==> src/rtl/bridge_deadtime.sv <==
// Four-leg gate-drive conditioner: break-before-make dead time, shoot-through refusal and kill.
// Optional sticky fault lock enabled by defining BRIDGE_DEADTIME_FAULT_LATCH_EN.
module bridge_deadtime #(
    parameter int DEAD_CYCLES = 50,
    parameter int CNT_WIDTH   = $clog2(DEAD_CYCLES + 1)
) (
    input  logic       clk,
    input  logic       rst,
    input  logic [4:1] req_top,
    input  logic [4:1] req_bot,
    input  logic       kill,
    input  logic       fault_clr,
    output logic [4:1] gate_top,
    output logic [4:1] gate_bot,
    output logic [4:1] fault_st,
    output logic       busy
);

    typedef enum logic [1:0] {
        S_IDLE = 2'd0,
        S_DEAD = 2'd1,
        S_TOP  = 2'd2,
        S_BOT  = 2'd3
    } state_t;

    typedef enum logic [1:0] {
        R_NONE = 2'd0,
        R_TOP  = 2'd1,
        R_BOT  = 2'd2
    } eff_t;

    localparam logic [CNT_WIDTH-1:0] DEAD_LOAD = CNT_WIDTH'(DEAD_CYCLES - 1);

    state_t               state_q [4:1];
    state_t               state_d [4:1];
    logic [CNT_WIDTH-1:0] cnt_q   [4:1];
    logic [CNT_WIDTH-1:0] cnt_d   [4:1];
    eff_t                 eff     [4:1];
    logic [4:1]           shoot;
    logic [4:1]           lock;
    logic [4:1]           fault_d, fault_q;
    logic [4:1]           gate_top_d, gate_top_q;
    logic [4:1]           gate_bot_d, gate_bot_q;
    logic                 busy_d, busy_q;

`ifndef BRIDGE_DEADTIME_FAULT_LATCH_EN
    logic unused_fault_clr;
    assign unused_fault_clr = fault_clr;
`endif

    always_comb begin
        shoot   = req_top & req_bot;
`ifdef BRIDGE_DEADTIME_FAULT_LATCH_EN
        // A new shoot-through request beats a simultaneous clear.
        fault_d = shoot | (fault_q & ~({4{fault_clr}} & ~shoot));
        lock    = fault_q;
`else
        fault_d = shoot;
        lock    = 4'b0000;
`endif
    end

    always_comb begin
        busy_d = 1'b0;
        for (int i = 1; i <= 4; i++) begin
            eff[i]        = R_NONE;
            state_d[i]    = state_q[i];
            cnt_d[i]      = cnt_q[i];
            if (!kill && !shoot[i] && !lock[i]) begin
                if (req_top[i])      eff[i] = R_TOP;
                else if (req_bot[i]) eff[i] = R_BOT;
            end

            case (state_q[i])
                S_IDLE: begin
                    if (eff[i] == R_TOP)      state_d[i] = S_TOP;
                    else if (eff[i] == R_BOT) state_d[i] = S_BOT;
                end
                S_TOP: begin
                    if (eff[i] != R_TOP) begin
                        state_d[i] = S_DEAD;
                        cnt_d[i]   = DEAD_LOAD;
                    end
                end
                S_BOT: begin
                    if (eff[i] != R_BOT) begin
                        state_d[i] = S_DEAD;
                        cnt_d[i]   = DEAD_LOAD;
                    end
                end
                default: begin
                    // No shortcut: even a same-side re-request waits out the full count.
                    if (cnt_q[i] != '0) begin
                        cnt_d[i] = cnt_q[i] - 1'b1;
                    end else if (eff[i] == R_TOP) begin
                        state_d[i] = S_TOP;
                    end else if (eff[i] == R_BOT) begin
                        state_d[i] = S_BOT;
                    end else begin
                        state_d[i] = S_IDLE;
                    end
                end
            endcase

            gate_top_d[i] = (state_d[i] == S_TOP);
            gate_bot_d[i] = (state_d[i] == S_BOT);
            busy_d        = busy_d | (state_d[i] == S_DEAD);
        end
    end

    always_ff @(posedge clk) begin
        if (rst) begin
            for (int i = 1; i <= 4; i++) begin
                state_q[i] <= S_IDLE;
                cnt_q[i]   <= '0;
            end
            fault_q    <= '0;
            gate_top_q <= '0;
            gate_bot_q <= '0;
            busy_q     <= 1'b0;
        end else begin
            for (int i = 1; i <= 4; i++) begin
                state_q[i] <= state_d[i];
                cnt_q[i]   <= cnt_d[i];
            end
            fault_q    <= fault_d;
            gate_top_q <= gate_top_d;
            gate_bot_q <= gate_bot_d;
            busy_q     <= busy_d;
        end
    end

    assign gate_top = gate_top_q;
    assign gate_bot = gate_bot_q;
    assign fault_st = fault_q;
    assign busy     = busy_q;

endmodule

==> config.mk <==
export PLATFORM = sky130hd
export DESIGN_NAME = bridge_deadtime
export DESIGN_NICKNAME = d
export VERILOG_FILES = /design/src/rtl/bridge_deadtime.sv
export SDC_FILE = /design/constraint.sdc
export NUM_CORES = 1
export LEC_CHECK = 0
export ABC_CLOCK_PERIOD_IN_PS = 3100
export CORE_MARGIN = 5
export CORE_UTILIZATION = 55
export DETAILED_ROUTE_END_ITERATION = 7
export PLACE_DENSITY = 0.78
export SLEW_MARGIN = 40
export SYNTH_ARGS = -nofsm -noshare
export SYNTH_HDL_FRONTEND = slang
export SYNTH_SLANG_ARGS = --single-unit
==> constraint.sdc <==
create_clock -name clk -period 3.1 [get_ports clk]
set_input_delay 0.62 -clock clk [delete_from_list [all_inputs] [get_ports clk]]
set_output_delay 0.62 -clock clk [all_outputs]
set_load 0.005 [all_outputs]
# Word level (Yosys, flattened, before mapping)
# Memory sizes are Yosys's and may differ from the RTL's.
# Cells that the tools add are included.
# Widths: inputs -> output; s select.
totals:
  reg_bits: 13
  ram_bits: 32
  inputBits: 12
  word_cells: 146
  memories: 2
mem_list:
  columns: ["name", "depth", "width", "read_ports", "rd_clocked_by_memory_dff", "write_ports", "line_no", "rtl"]
  rows:
  - ["cnt_q", 4, 6, 4, 0, 4, "36", "logic [CNT_WIDTH-1:0] cnt_q [4:1];"]
  - ["state_q", 4, 2, 4, 0, 4, "34", "state_t state_q [4:1];"]
op_classes:
  add_sub_neg: 4
  eq_ne: 36
  muxes: 71
  n_bitwise: 12
  reduce_logical: 17
op_table:
  columns: ["op", "n"]
  rows:
  - ["$mux 6", 16]
  - ["$mux 2", 44]
  - ["$pmux 6 s3", 4]
  - ["$eq 2x2->1 const B", 20]
  - ["$pmux 2 s3", 4]
  - ["$reduce_bool 6->1", 4]
  - ["$sub 6x1->6 const B", 4]
  - ["$eq 2x1->1 const B", 8]
  - ["$or 1x1->1", 11]
  - ["$logic_not 2->1", 4]
  - ["$ne 2x1->1 const B", 4]
  - ["$ne 2x2->1 const B", 4]
  - ["$logic_not 1->1", 5]
  - ["$and 4x4->4", 1]
  - ["$logic_and 1x1->1", 4]
  - ["$mux 1", 3]

# Logic depth before layout (Yosys ltp)
# Gate-level depths: netlist (run 1).
logic_depth:
  word_depth: 13
  mapped_depth: 9
  mapped_depth_nobuf: 8

# Worst setup path before layout (run 1)
# Ideal clock, no wire load.
synth_timing:
  kind: "input-to-reg"
  startpoint: "input port kill"
  endpoint: "register gate_top_q, in the netlist gate_top[2]"
  t_arrival_ps: 2181
  slack_ps: 854
  cell_stages: 5
  n_path_buf: 0
  path_cell_list: "or3b_2 > ha_1 > or4_1 > a21oi_1 > nor2b_1"
synth_via:
  elab_chain_len: 9
  word_cells_on_any_way: 16
  cone_classes: "eq/ne (5); mux (9); reduce/logical (2)"
synth_lines:
  columns: ["item", "line_no", "rtl"]
  rows:
  - ["from (decl)", "11", "input logic kill,"]
  - ["$logic_not 1->1 (*)", "69", "if (!kill && !shoot[i] && !lock[i]) begin"]
  - ["$logic_and 1x1->1 (*)", "69", null]
  - ["$mux 2 (*)", "69", null]
  - ["$eq 2x2->1", "77, 97", null]
  - ["$mux 2", "97", "end else if (eff[i] == R_BOT) begin"]
  - ["$mux 2", "95", "end else if (eff[i] == R_TOP) begin"]
  - ["$mux 2", "93", "if (cnt_q[i] != '0) begin"]
  - ["$pmux 2 s3 (*)", "74", "case (state_q[i])"]
  - ["$eq 2x2->1 (*)", "105", "gate_top_d[i] = (state_d[i] == S_TOP);"]
  - ["to (signal assigned)", "127", "gate_top_q <= gate_top_d;"]
  - ["to (decl)", "42", "logic [4:1] gate_top_d, gate_top_q;"]
# Every way passes the cells marked *; elsewhere a longest branch is shown, timed or not.
# A chain may end at the register's enable or synchronous reset.

# Worst setup path in the final report (run 1)
layout_timing:
  startpoint: "input port req_bot[2] in the netlist's numbering"
  endpoint: "register gate_top_q, in the netlist gate_top[2]"
layout_via:
  elab_chain_len: 10
  word_cells_on_any_way: 19
  cone_classes: "eq/ne (5); mux (11); bitwise (1); reduce/logical (2)"
layout_lines:
  columns: ["item", "line_no", "rtl"]
  rows:
  - ["from (decl)", "10", "input logic [4:1] req_bot,"]
  - ["$and 4x4->4", "52", "shoot = req_top & req_bot;"]
  - ["$logic_not 1->1", "69", null]
  - ["$logic_and 1x1->1", "69", null]
  - ["$mux 2 (*)", "69", null]
  - ["$eq 2x2->1", "77, 97", null]
  - ["$mux 2", "97", null]
  - ["$mux 2", "95", null]
  - ["$mux 2", "93", null]
  - ["$pmux 2 s3 (*)", "74", null]
  - ["$eq 2x2->1 (*)", "105", null]
# Marks and branches as above.

==> results of run 1 <==
cell usage after synthesis (all sizes together) (7+ instances only):
master  count  area share (%)
dfxtp      45              38
nor2       22             3.4
a21oi      20             4.3
inv        20             3.1
nor3       19             4.0
nand2      18             2.8
ha         14             7.3
nand2b     14             3.7
nor2b      12             3.1
nand3       9             1.9
a31oi       8             2.1
clkbuf      7             1.1
o211ai      7             2.2
or3         7             1.8
xor2        7             2.6
registers in the layout, summed over array words and instances, names as in the netlist:
register  flops
cnt_q        24
state_q       8
gate_top      4
gate_bot      4
busy          1
fault_st      4
report_power, final:
group	internal (mW)	switching [mW]
clock	0.177	0.182
sequential	0.622	0.0426
combinational	0.143	0.156
total	0.941	0.381
metrics by stage:
stage               cell area, um2  cells
global route                  2768    364
global placement              2681    357
floorplan                     2399    288
detailed placement            2681    357
CTS                           2768    364
finish                        2768    364
layer usage:
metal / vias up / GRT usage [%]
met5: - / 0
met4: 0 / 5.694
met3: 5 / 5.556
met2: 33 / 25.86
met1: 927 / 19.81
li1: 1067 / -
final cells by class:
cell class / count / area [um2]
clock buffer: 7 / 86.33
fill: 395 / 1526
inverter: 20 / 75.07
multi-input combinational: 214 / 1388
sequential: 45 / 900.9
tap: 52 / 65.06
timing repair buffer: 26 / 252.7
cell families after synthesis:
kind of cell | count (synthesis)
and+or+nand+nor | 126
AOI/OAI and AO/OA | 58
DFF | 45
buffers and inverters | 29
adders and majority gates | 14
xor gates and xnor gates | 12
muxes | 4
how the worst max path moves through the flow:
| stage | cells past startpoint | startpoint | end | slack [ps] |
|---|---|---|---|---|
| after floorplan | 5 | kill | gate_top[2]$_SDFF_PP0_ | 850 |
| after global placement | 6 | req_bot[2] | gate_top[2]$_SDFF_PP0_ | 260 |
| after detailed placement | 6 | req_bot[2] | gate_top[2]$_SDFF_PP0_ | 240 |
| after CTS | 6 | req_bot[2] | gate_top[2]$_SDFF_PP0_ | 530 |
| after global routing | 6 | req_bot[2] | gate_top[2]$_SDFF_PP0_ | 450 |
| final | 6 | req_bot[2] | gate_top[2]$_SDFF_PP0_ | 560 |
critical path, delay by kind of cell:
kind,cells,cell delay [ps]
adders and majority gates,1,300
buffers and inverters,1,490
and+or+nand+nor,3,1140
AOI/OAI and AO/OA,1,220
==> key figures, run 1 <==
GRT
  – Grt ovf: 0
  – Vias in the first global route: 1862
  – First-pass GRT wire length: 7.886 mm
  – GRT Util Overall: between 10% and 20%
  – Initial antenna violation count: 0
  – Largest net degree at the start of global routing: 26

Route
  – DRT Pass-1 Iters: 4
  – DR WL/cell: 12.35 um
  – Initial drt markers: 109
  – Wirelength, routed: roughly 4.5 mm
  – DRC: 0
  – Met2 wire length: 2.024 mm
  – Met1 WL: 2.150 mm
  – Vias: 2032
  – Routed wl met3: 270 um
  – Max layer used: met4
  – DR vias/cell: 5.582
  – Routed Antenna Nets: 0

CTS
  – Post-CTS sizing: 0
  – Clock sinks: 45
  – CTS Root Cell: clkbuf_8
  – CTS tree: done
  – CTS Hold Bufs: 0
  – Clock slew at reported path FFs: about 80 ps
  – Post-CTS setup buffer count: 0
  – H-tree Lvls: 2
  – Total CTS buffers: 5
  – Worst skew pair latency: 290 ps
  – CTS Buffer Depth: 2

Yosys
  – Mapped Area: 2399 um2
  – Syn Inst Count: 288
  – Main combinational cell family by area after synthesis: simple AND/OR/NAND/NOR gates
  – Yosys cell types: 42
  – Synth Area in Simple Gates: between 20 and 30%
  – Mean Syn Cell Area: between 8 and 9 um2
  – Register area share after synthesis: a little under two fifths
  – Commonest register cell after synthesis: dfxtp_1
  – Synth Area in XOR/XNOR: roughly 4.4%
  – Post-Synth Adder-Cell Area: under 10%
  – Synth async-reset ratio: 0%
  – Net count after synthesis: 314
  – Seq cells post-synth: 45
  – Post-synth EDFFs: 0
  – Synth Area in Compound Gates: 15.81%
  – Yosys warning total: 0
  – Post-synthesis mux area share: 1.669%

Critical path
  – R2r startpoint: cnt_q[0][18]$_SDFFE_PP0P_
  – RR Endpoint: gate_top[3]$_SDFF_PP0_
  – CP Cell Sequence: clkdlybuf4s50_1 > or3b_2 > ha_1 > or4_1 > a21oi_1 > nor2b_1
  – Crit start category: input pin
  – CP endpoint kind: register
  – Largest stage delay, worst path: about 520 ps
  – R2r worst-path depth: 6
  – Critical path's slowest cell: or4_1
  – FF-to-FF setup slack: around 1000 ps
  – Crit Path Class: input pin to register
  – Max FO, Critical Path: 3
  – Critical Path RT: 3330 ps
  – WP data arrival: 2770 ps

Cells and area
  – Commonest non-fill, non-tap cell in the layout: dfxtp_1
  – Final Core Density: 64.45%
  – Layout Nets: 338
  – Ant. Diodes: 0
  – Layout cell share with drive strength beyond 1: 5.449%
  – Most frequent cells in the layout: dfxtp_1 (45), clkdlybuf4s50_1 (23), nor2_1 (22)
  – Area Overhead vs Synth: 15.39%

Hold path
  – HP Start: cnt_q[0][6]$_SDFFE_PP0P_
  – Hold EP: cnt_q[0][6]$_SDFFE_PP0P_
  – Hold WC Path Type: register to register
  – Hold Crit Depth: 1

STA
  – PnR worst setup slack: 557.5 ps
  – Final Hold Vio Count: 0
  – Slew headroom: 56.02%
  – Min cycle time layout: 2542 ps
  – TNS Setup: 0 ps
  – Final hold slack: 507.1 ps
  – Clock Skews: between 1.5 and 2 ps
  – Highest Clock Rate: 0.3933 GHz
  – Worst Tran Pin Value: 658.3 ps
  – Final setup vio count: 0
  – Final Max Tran Viols: 0
  – Tcrit/Tclk final: 82.02%
  – RSZ-0062 raised after global routing: no

Power and ir drop
  – Maximum vdd drop: around 410 uV
  – Total Power: roughly 1.3 mW
  – PD cells: 477.7 nW/um2
  – Leak: 1.080 nW

Place
  – DP HPWL: approximately 3.3 mm
  – I/O Buffers: 23
  – Gpl congestion: 0.8026
  – Place WS: 241.6 ps

Die
  – Die Area: 5781 um2
  – I/O Pins: 25
  – Die Span Y: 76.04 um
  – Rows: 24
  – Die width: 76.04 um
  – Starting density of the core: 55.86%
  – Core area: 4294 um2

Job
  – Maxcap violations: 0

Run status
  – Outcome: complete, no violations
Power figures use the tool's default switching activity.
==> inputs of run 2 (changes only) <==
Settings changed: ABC_CLOCK_PERIOD_IN_PS 3100 to 2230, CORE_UTILIZATION 55 to 51, PLACE_DENSITY 0.78 to 0.76.
Clock period 3.1 ns to 2.23 ns, I/O delays scaled along.
==> run 2 against run 1 <==
- die area rose by 6.8%
- clock power is 66% higher
- final cell count rose by 4.7%
- sequential cell count is the same
- hold slack hardly changed
- register-to-register slack got worse by 880 ps
==> key figures, run 2 (synthesized netlist as in run 1, its figures left out) <==
Critical path
  – WP data arrival: 2390 ps
  – CP Launch Point: kill
  – FF-to-FF setup slack: 130 ps
  – RR Endpoint: gate_bot[3]$_SDFF_PP0_
  – R2r worst-path depth: 6
  – Critical Path RT: between 2000 and 2500 ps
  – CP endpoint kind: register
  – Max FO, Critical Path: 7
  – Crit start category: input pin
  – R2r startpoint: cnt_q[0][18]$_SDFFE_PP0P_
  – Crit path capture: cnt_q[0][7]$_SDFFE_PP0P_
  – Crit Path Class: input pin to register

STA
  – Tcrit/Tclk final: a little under 100%
  – PnR worst setup slack: 62.89 ps
  – Clock Skews: 7.678 ps
  – Min cycle time layout: 2167 ps
  – Final Max Tran Viols: 0
  – Final Hold Vio Count: 0
  – Worst Tran Pin Value: 441.1 ps
  – Final setup vio count: 0
  – Highest Clock Rate: 0.4614 GHz
  – RSZ-0062 raised after global routing: yes
  – Slew headroom: 70.59%

Place
  – Post-Place Cells: ~370
  – Post-DP Area: 2801 um2
  – I/O Buffers: 23
  – DP HPWL: roughly 3.6 mm
  – Place WS: -395.4 ps
  – Gpl congestion: between 0.7 and 0.8

CTS
  – CTS Buffer Depth: 2
  – Total CTS buffers: 5
  – H-tree Lvls: 2
  – Clock slew at reported path FFs: 80 ps
  – CTS Hold Bufs: 0
  – Clock sinks: 45
  – Worst skew pair latency: 290 ps
  – CTS Root Cell: clkbuf_8
  – CTS tree: done

Route
  – DRT Pass-1 Iters: 4
  – DRC: 0
  – DR WL/cell: 12.80 um
  – Wirelength, routed: 4.878 mm
  – Routed Antenna Nets: 0
  – DR vias/cell: 5.491
  – Vias: 2092
  – Initial drt markers: 87

GRT
  – Initial antenna violation count: 0
  – M3 GR Usage: roughly 3.8%
  – GRT busiest layer: met2
  – Grt ovf: 0
  – First-pass GRT wire length: 8.556 mm
  – GRT Util Overall: 17.04%
  – Met2 usage: a little under a third
  – Vias in the first global route: just over 2000
  – Largest net degree at the start of global routing: 40
  – Global Route met1 Usage: 19.35%

Power and ir drop
  – Seq pwr share: 46.6%
  – Total Power: between 1.5 and 2 mW
  – Clock power frac: ~30%
  – NetSw: between 500 and 600 uW
  – Sw frac: 28.45%
  – PD cells: 668.0 nW/um2
  – Gate power share: 23.4%
  – Maximum vdd drop: 374.6 uV
  – Leak: between 1 and 1.5 nW
  – Int Pwr: 1.422 mW

Cells and area
  – Design area: 2975 um2
  – Layout Nets: 353
  – Layout Cells excl Fill: 381
  – Number of flip-flops in the largest register: 24
  – Layout cell share with drive strength beyond 1: 13.15%
  – Biggest regs: cnt_q x24, state_q x8
  – Top reg by flops: cnt_q
  – Ant. Diodes: 0
  – Commonest non-fill, non-tap cell in the layout: dfxtp_1
  – Area Overhead vs Synth: 24.05%
  – FILL cells: between 300 and 400
  – Most frequent cells in the layout: dfxtp_1 (45), clkdlybuf4s50_1 (23), nor2_1 (22)

Run status
  – Outcome: complete, no violations

Die
  – Die width: approximately 79 um
  – I/O Pins: 25
  – Starting density of the core: slightly above 50%
  – Die Area: 6175 um2
  – Core area: roughly 4600 um2
  – Rows: 25
  – Die Span Y: 78.58 um

Job
  – Maxcap violations: 0

Hold path
  – Hold WC Path Type: register to register
  – Hold Crit Depth: 2
[run 2: critical path, stage by stage]
cell,delay [ps]
clkdlybuf4s50_1,440
buf_6,150
or3b_4,390
inv_1,70
ha_2,160
nand2_1,60
and3_4,190
or3_1,360
a21oi_2,140
[run 2: layout make-up]
cell class	count	area [um2]	area share, %
Multi-Input combinational cell	214	1446	48.61
Timing Repair Buffer	41	381.6	12.83
Clock buffer	5	68.82	2.313
Clock inverter	2	35.03	1.177
Sequential cell	45	900.9	30.28
Tap cell	54	67.56	2.271
Inverter	20	75.07	2.523
[run 2: how the worst min path moves through the flow]
stage | slack (ps) | end | startpoint
2_1_floorplan | 470 | cnt_q[0][6]$_SDFFE_PP0P_ | cnt_q[0][6]$_SDFFE_PP0P_
3_3_place_gp | 490 | cnt_q[0][6]$_SDFFE_PP0P_ | cnt_q[0][6]$_SDFFE_PP0P_
3_5_place_dp | 500 | cnt_q[0][6]$_SDFFE_PP0P_ | cnt_q[0][6]$_SDFFE_PP0P_
4_1_cts | 510 | cnt_q[0][6]$_SDFFE_PP0P_ | cnt_q[0][6]$_SDFFE_PP0P_
5_1_grt | 550 | cnt_q[0][16]$_SDFFE_PP0P_ | cnt_q[0][16]$_SDFFE_PP0P_
6_report | 510 | cnt_q[0][10]$_SDFFE_PP0P_ | cnt_q[0][10]$_SDFFE_PP0P_
[run 2: per-stage QoR]
step,utilization [%],hold WS (ps),setup TNS (ps)
floorplan,-,467.6,0
detailed placement,60.51,496.6,-4175
global route,64.27,547.4,-9.738
CTS,63.22,509.0,0
finish,64.27,506.8,0
global placement,60.51,487.4,-3734
[run 2: power groups by stage]
stage | combinational [mW] | sequential, mW | clock [mW]
finish | 0.466 | 0.926 | 0.596
global route | 0.523 | 0.936 | 0.654
CTS | 0.455 | 0.924 | 0.611
detailed placement | 0.446 | 0.943 | 0
global placement | 0.435 | 0.941 | 0
floorplan | 0.313 | 0.924 | 0
[run 2: what timing repair did]
action                     in CTS  in global routing
setup endpoints to repair       4                  6
pin swaps                       2                  3
gates resized for setup         4                 10
setup buffers                   0                  1
[run 2: routing by layer]
layer | part of all wire [%] | up-vias
met4 | 1.7 | 0
met1 | 45 | 954
li1 | - | 1089
met5 | 0 | -
met3 | 4.1 | 9
met2 | 49 | 40
==> inputs of run 3 (changes only) <==
Settings changed: PLACE_DENSITY 0.76 to 0.73.
==> run 3 against run 2 <==
- via count grew 0.67%
- critical path depth is 3 lower
- non-clock buffer count increased by 4
- count of clock-buffer cells in the layout unchanged
- first-iteration DRC count fell by 10%
- clock power down 14%
- utilization increased by 0.59 points
- register-to-register slack is essentially flat
- combinational power grew 2%
- power shrank 3.8%
- hold slack improved by 1.2 ps
- final cell count rose by 1.3%
- highest routed layer unchanged
==> key figures, run 3 (synthesized netlist as in run 1, its figures left out) <==
CTS
  – H-tree Lvls: 2
  – Clock slew at reported path FFs: approximately 100 ps
  – Clock sinks: 45
  – CTS tree: done
  – Total CTS buffers: 5
  – Worst skew pair latency: 310 ps
  – CTS Root Cell: clkbuf_8
  – CTS Buffer Depth: 2

STA
  – Final hold slack: 508.0 ps
  – Highest Clock Rate: between 0.4 and 0.5 GHz
  – RSZ-0062 raised after global routing: no
  – Slew headroom: between 60% and 70%
  – Final setup vio count: 0
  – Min cycle time layout: 2114 ps
  – Worst Tran Pin Value: ~450 ps
  – Tcrit/Tclk final: 94.80%
  – Final Hold Vio Count: 0
  – Final Max Tran Viols: 0
  – Clock Skews: 12.72 ps
  – PnR worst setup slack: 115.9 ps

GRT
  – GRT busiest layer: met2
  – Largest net degree at the start of global routing: 40
  – Initial antenna violation count: 0
  – First-pass GRT wire length: 8.838 mm
  – M3 GR Usage: 4.817%
  – Grt ovf: 0
  – Global Route met1 Usage: between 10% and 20%
  – Met2 usage: 30.56%
  – GRT Util Overall: 17.62%
  – Vias in the first global route: around 2100

Power and ir drop
  – Leak: between 1 and 1.5 nW
  – Total Power: 1.912 mW
  – Maximum vdd drop: 447.0 uV
  – PD cells: 636.7 nW/um2

Route
  – Initial drt markers: 78
  – DRT Pass-1 Iters: 4
  – Routed Antenna Nets: 0
  – DR WL/cell: 13.02 um
  – DR vias/cell: 5.456
  – Wirelength, routed: 5.026 mm
  – DRC: 0
  – Vias: 2106

Cells and area
  – Reg area: 900.9 um2
  – FILL cells: 404
  – Final Core Density: between 60% and 70%
  – Layout cell share with drive strength beyond 1: 13.55%
  – Area taken by multi-input logic gates: 1454 um2
  – Commonest non-fill, non-tap cell in the layout: dfxtp_1
  – Top reg by flops: cnt_q
  – Number of flip-flops in the largest register: 24
  – Biggest regs: cnt_q x24, state_q x8
  – Ant. Diodes: 0
  – Area Overhead vs Synth: 25.20%
  – Layout Cells excl Fill: approximately 390
  – Layout Nets: 357
  – Most frequent cells in the layout: dfxtp_1 (45), nor2_1 (22), clkdlybuf4s50_1 (22)

Critical path
  – WP data arrival: 2310 ps
  – Critical Path RT: 2430 ps
  – Crit start category: input pin
  – Max FO, Critical Path: 2
  – CP endpoint kind: register
  – Crit Path Class: input pin to register

Die
  – Rows: 25
  – Die Area: 6175 um2
  – Die width: 78.58 um
  – Die Span Y: 78.58 um
  – Starting density of the core: around half
  – Core area: 4629 um2
  – I/O Pins: 25

Place
  – I/O Buffers: 23
  – Place WS: -434.3 ps
  – DP HPWL: 3.677 mm
  – Gpl congestion: 0.8201
  – Post-Place Cells: around 380

Hold path
  – Hold WC Path Type: register to register

Run status
  – Outcome: complete, no violations

Job
  – Maxcap violations: 0
==> run 3: cell types whose count changed in the layout (fill, tap and decap cells not counted), moves of 2 or more <==
cell        previous run  this run
a21oi_4                0         2
a21oi_2                3         0
clkinvlp_4             0         3
buf_4                 16        20
==> run 3: per-stage QoR <==
| step | instance area [um2] | TNS [ps] |
|---|---|---|
| finish | 3003 | 0 |
| global route | 3003 | 0 |
| CTS | 2962 | -0.007550 |
| detailed placement | 2839 | -4212 |
| global placement | 2839 | -3719 |
| floorplan | 2399 | 0 |
==> run 3: cell type report <==
cell class / count / area share (%)
clock inverters: 3 / 0.7500
well taps: 54 / 2.250
repair buffers: 45 / 13.79
clock buffers: 5 / 2.292
multi-input cells: 214 / 48.42
inverters: 20 / 2.500
flip-flops and latches: 45 / 30.00
==> run 3: layer usage <==
layer	vias up	wire [um]	share of wire (%)
met3	9	213	4.2
met1	964	2289	46
met4	0	100	2.0
met2	34	2423	48
li1	1099	-	-
met5	-	0	0
==> run 3: final timing paths <==
check,startpoint,to,slack (ps),cells past startpoint
worst min register to register,cnt_q[0][6]$_SDFFE_PP0P_,cnt_q[0][6]$_SDFFE_PP0P_,510,1
worst max register to register,cnt_q[0][18]$_SDFFE_PP0P_,gate_top[3]$_SDFF_PP0_,130,6
worst max-delay path,req_bot[1],busy$_SDFF_PP0_,120,6
worst min-delay path,cnt_q[0][6]$_SDFFE_PP0P_,cnt_q[0][6]$_SDFFE_PP0P_,510,1
==> run 3: worst max-delay path, stage by stage <==
cell and delay (ps):
clkdlybuf4s50_1 470, or3b_2 460, ha_1 310, a2111o_1 370
a32oi_1 160, a31oi_1 100
==> run 3: repair_timing <==
action | in CTS | in global routing
resized for setup | 5 | 9
hold endpoints to repair | 0 | 0
setup buffers | 0 | 0
endpoints found under the setup margin | 4 | 8
hold buffers | 0 | 0
pin swaps | 1 | 1
==> run 3: report_power, final <==
group	internal [mW]	switching [mW]	total, mW
logic	0.235	0.239	0.473
registers	0.864	0.0623	0.927
clock network	0.220	0.292	0.512
